===== config.mk =====
export PLATFORM = sky130hd
export DESIGN_NAME = enemy_fire_scheduler
export DESIGN_NICKNAME = d
export VERILOG_FILES = /design/src/rtl/game_pkg.sv /design/src/rtl/free_slot_pick.sv /design/src/rtl/enemy_fire_scheduler.sv
export SDC_FILE = /design/constraint.sdc
export NUM_CORES = 1
export LEC_CHECK = 0
export CAP_MARGIN = 20
export CORE_ASPECT_RATIO = 0.75
export CORE_UTILIZATION = 57
export CTS_BUF_LIST = sky130_fd_sc_hd__clkbuf_2
export DETAILED_ROUTE_END_ITERATION = 16
export MAX_ROUTING_LAYER = met4
export PLACE_DENSITY = 0.86
export SYNTH_ARGS = -nofsm -noshare
export SYNTH_HDL_FRONTEND = slang
export SYNTH_SLANG_ARGS = --single-unit

===== constraint.sdc =====
create_clock -name frame_clk -period 5.3 [get_ports frame_clk]
set_input_delay 0.795 -clock frame_clk [delete_from_list [all_inputs] [get_ports frame_clk]]
set_output_delay 0.795 -clock frame_clk [all_outputs]
set_load 0.02 [all_outputs]

===== src/rtl/game_pkg.sv =====
// game_pkg: shared scheduler defaults and FSM state encoding.
package game_pkg;
  localparam int N_ENEMY_DEF = 8;
  localparam int N_SLOT_DEF = 3;
  localparam int CD_BASE_DEF = 20;
  typedef enum logic [1:0] {IDLE, SEARCH, FIRE, COOL} sched_state_t;
endpackage


===== src/rtl/free_slot_pick.sv =====
// free_slot_pick: one-hot grant of the lowest-index free laser slot.
module free_slot_pick #(
  parameter int N = 3
) (
  input  logic [N-1:0] busy,
  output logic [N-1:0] grant,
  output logic         any_free
);
  // adding one carries through the low busy run and lands on the first free bit
  assign grant = ~busy & (busy + N'(1));
  assign any_free = ~&busy;
endmodule


===== src/rtl/enemy_fire_scheduler.sv =====
// enemy_fire_scheduler: picks a live enemy, launches it on a free laser slot,
// then holds off further grants for a randomised cooldown.
module enemy_fire_scheduler
  import game_pkg::*;
#(
  parameter int N_ENEMY = N_ENEMY_DEF,
  parameter int N_SLOT = N_SLOT_DEF,
  parameter int CD_BASE = CD_BASE_DEF
) (
  input  logic              frame_clk,
  input  logic              Reset,
  input  logic              game_active,
  input  logic [5:0]        LFSR,
  input  logic [N_ENEMY-1:0] enemy_alive,
  input  logic [N_SLOT-1:0] slot_busy,
  output logic [N_SLOT-1:0] fire_en,
  output logic [2:0]        fire_idx,
  output logic              cooling,
  output logic              all_dead
);
  localparam int MW = $clog2(N_ENEMY + 1);
  sched_state_t state;
  logic [2:0] cand, rr_ptr;
  logic [MW-1:0] miss;
  logic [5:0] cd_cnt;
  logic [N_SLOT-1:0] grant;
  logic any_free;
  logic [7:0] alive8;
  assign alive8 = 8'(enemy_alive);
  assign cooling = |cd_cnt;
  free_slot_pick #(.N(N_SLOT)) u_pick (
    .busy(slot_busy),
    .grant(grant),
    .any_free(any_free)
  );
  always_ff @(posedge frame_clk or posedge Reset) begin
    if (Reset) begin
      state <= IDLE;
      fire_en <= '0;
      fire_idx <= '0;
      rr_ptr <= '0;
      cand <= '0;
      miss <= '0;
      cd_cnt <= '0;
      all_dead <= 1'b0;
    end else begin
      all_dead <= enemy_alive == '0;
      fire_en <= '0;
      if (!game_active) begin
        state <= IDLE;
        cd_cnt <= '0;
      end else begin
        case (state)
          IDLE: if (!all_dead && any_free) begin
            state <= SEARCH;
            cand <= rr_ptr ^ LFSR[2:0];
            miss <= '0;
          end
          SEARCH: if (alive8[cand]) begin
            state <= FIRE;
            // slot availability is sampled as FIRE is entered; a full house yields no pulse
            if (any_free) begin
              fire_idx <= cand;
              fire_en <= grant;
            end
          end else begin
            cand <= cand + 3'd1;
            miss <= miss + MW'(1);
            if (miss == MW'(N_ENEMY - 1)) state <= IDLE;
          end
          FIRE: if (|fire_en) begin
            state <= COOL;
            rr_ptr <= fire_idx + 3'd1;
            cd_cnt <= 6'(CD_BASE) + {3'b000, LFSR[5:3]};
          end else begin
            state <= IDLE;
          end
          COOL: begin
            cd_cnt <= (cd_cnt == '0) ? '0 : cd_cnt - 6'd1;
            if (cd_cnt <= 6'd1) state <= IDLE;
          end
          default: state <= IDLE;
        endcase
      end
    end
  end
endmodule


==> summary.txt <==
Actual slew at the worst max-slew pin - 0.916 ns
Tmin final - 2.98 ns
Fin nets - 204
Post-DRT Antenna Nets - 0
Number of H-tree levels - 1
Post-Synth XOR/XNOR Area - 2.98%
Post-CTS setup buffers - 0
Multiplexer share of the synthesized area - 7.84%
Max Clk Rate - 0.336 GHz
Max stage delay cell, worst path - clkdlybuf4s50_1
R2R Setup Slk - 2.98 ns
Overall Global Routing Usage - 27.3%
Top_reg_cell synth - dfrtp_1
Die height - 45.9 um
Critical path endpoint - cooling
Synth Area in Adders - 5.12%
First-pass GRT wire length - 5.29 mm
Static Leak - 0.761 nW
Post-synth ARST share - 100%
Cells after Synth - 151
Antenna diode count - 0
Max_cap viols - 0
Max-slew headroom - 38.3%
Synth Net Count - 177
Clock Path Buffers - 2
Layout Cells excl Fill - 211
Max-slew violation count - 0
Pin count of the biggest net entering global routing - 26
Worst-path fanout max - 6
Compound-Gate Fraction of Synth Area - 17.3%
Pre-antenna DRT Iters - 4
CP startpoint - cd_cnt[3]
Clock root cell - clkbuf_2
Fill count - 169
Critical Path Start Type - flop
Die Wd - 60.6 um
WL/cell - 16.8 um
Post-cts sizing count - 0
Net Switching - 0.000282 W
Simple-gate share of the synthesized area - 20.7%
Setup violators final - 0
Final Skew - 0.0107 ns
Clock network power share - 11.6%
Sequential fraction of the synthesis area - 42.6%
TritonCTS Sinks - 25
RR Startpoint - state[0]
Area Overhead vs Synth - 23.1%
Flop and latch count out of synthesis - 25
Dpl hpwl - 2.59 mm
Number of global-route vias before repair - 1175
Worst Hold Class - flop to flop
Crit path largest cell delay - 0.54 ns
Worst reg2reg path depth - 4
Layout cells sized above 1 - 7.34%
Pwr Total - 0.000688 W
Comb power frac - 45.9%
Worst-path clk slew - 0.25 ns
Overall routed net length - 3.54 mm
Final Hold Vio Count - 0
Clk_lat worst skew - 0.37 ns
Cell area after synthesis - 1470 sq um
TritonCTS buffer count - 3
Nature of the critical path endpoint - primary output
Mean Syn Cell Area - 9.72 sq um
FF-to-FF End - fire_idx[0]
Row count - 15
Post-synth cell types - 46
Starting density of the core - 62.1%
1st-iter DRT viols - 107
Die ar. - 2780 sq um
Vias/cell - 6.24
I/O pin count - 28
Switching power share of the total - 41.0%
Worst EP required - 4.51 ns
Port-buffer cells - 27
Arr. time, crit path - 2.18 ns
Sequential fraction of design power - 42.5%
Cts hold-fix bufs - 0
Fin crit share - 56.2%
Number of synthesized flops with an enable pin - 0
Crit Path Category - flop to primary output
PwrDens - 381 nW/um^2
CTS tree - built
Initial antenna violation count - 0
Status - finished clean
Gpl congestion - 0.874
Unrepaired setup endpoints after global routing - no
Crit-path cells - nor4_1, and2_1, inv_1, clkdlybuf4s50_1
Final setup TNS - 0 ns
Vias - 1317
Gr ovfl total - 0
Ys Warns - 0
Largest family of logic cells by synthesized area - simple AND/OR/NAND/NOR gates
Dpl cells - 206
DRC viols - 0
Hold path depth - 1
Max IR drop VDD - 0.269 mV
P_int - 0.000406 W
Core ar. - 2360 sq um
synthesized netlist by cell type, types with 4 or more instances:
| library cell | instances | area [sq um] |
|---|---|---|
| mux2_2 | 4 | 45.0 |
| nor3_1 | 6 | 30.0 |
| xnor2_1 | 4 | 35.0 |
| clkbuf_1 | 5 | 18.8 |
| a21oi_1 | 7 | 35.0 |
| ha_1 | 6 | 75.1 |
| o21ai_0 | 8 | 40.0 |
| nor2_1 | 9 | 33.8 |
| dfrtp_1 | 25 | 626 |
| inv_1 | 7 | 26.3 |
| nand2_1 | 12 | 45.0 |
| nand3_1 | 9 | 45.0 |
kinds of logic after synthesis:
kind of cell    after synthesis
compound gates               37
xor+xnor                      5
fa+ha+maj                     6
buf+inv                      13
flops                        25
mux                           8
simple gates                 57
worst min path at each step:
stage / slack (ns) / start / end
global route: 0.58 / miss[3] / miss[3]
global placement: 0.49 / rr_ptr[0] / rr_ptr[0]
CTS: 0.56 / miss[3] / miss[3]
detailed placement: 0.51 / miss[3] / miss[3]
floorplan: 0.47 / rr_ptr[0] / rr_ptr[0]
finish: 0.56 / miss[1] / miss[1]
cells in the final DEF, fill, tap and decap left out, types with 2 or more instances in the layout:
master / count
nand2_1: 12
or4_1: 3
and2_1: 3
nor2_1: 9
nor2b_1: 3
nor3_1: 6
mux2_2: 4
ha_1: 6
a211oi_1: 3
clkdlybuf4s50_1: 27
o21ai_0: 8
inv_1: 7
dfrtp_1: 25
nand3_1: 9
o31a_1: 2
xnor2_1: 4
clkbuf_2: 3
a21oi_1: 7
nand2b_1: 2
nor4b_1: 2
o21a_1: 2
mux4_2: 2
nand4b_1: 3
state kept, by name, indices dropped and copies added, names as in the netlist:
register and count:
state 2, all_dead 1, miss 4, cand 3, fire_idx 3, cd_cnt 6
rr_ptr 3, fire_en 3
worst max-delay path: cells and delay by family, from the launching register on:
| kind | cells | cell delay [ns] |
|---|---|---|
| buffers and inverters | 2 | 0.61 |
| AND/OR/NAND/NOR | 2 | 0.71 |
| flip-flops | 1 | 0.49 |
per-layer routing:
| metal | global-route usage (%) | wire, um | vias up |
|---|---|---|---|
| met5 | - | 0 | - |
| met4 | 7.27 | 60 | 0 |
| met3 | 6.25 | 326 | 12 |
| met2 | 42.9 | 1690 | 62 |
| met1 | 35.8 | 1470 | 632 |
| li1 | - | - | 611 |
final cells by class:
cell class	count	area, sq um	area share (%)
clock buffer	3	15.0	0.831
tap	34	42.5	2.35
inverter	7	26.3	1.45
clock inverter	1	7.51	0.416
sequential	25	626	34.6
multi-input combinational	113	792	43.8
timing repair buffer	28	298	16.5
power by group through the flow:
stage	sequential [W]	combinational, W	clock [W]
6_report	0.000293	0.000316	0.0000796
5_1_grt	0.000300	0.000345	0.0000853
3_5_place_dp	0.000296	0.000306	0
3_3_place_gp	0.000292	0.000294	0
2_1_floorplan	0.000291	0.000212	0
4_1_cts	0.000292	0.000310	0.0000794
metrics by stage:
stage	instance area, sq um	util, %	worst slack (ns)	hold slack (ns)
2_1_floorplan	1470	-	3.08	0.469
3_3_place_gp	1760	74.3	2.61	0.485
3_5_place_dp	1760	74.3	2.55	0.508
4_1_cts	1780	75.2	2.35	0.558
5_1_grt	1810	76.4	2.17	0.578
6_report	1810	76.4	2.32	0.557
Note: power is estimated with default switching activity, not from simulation.
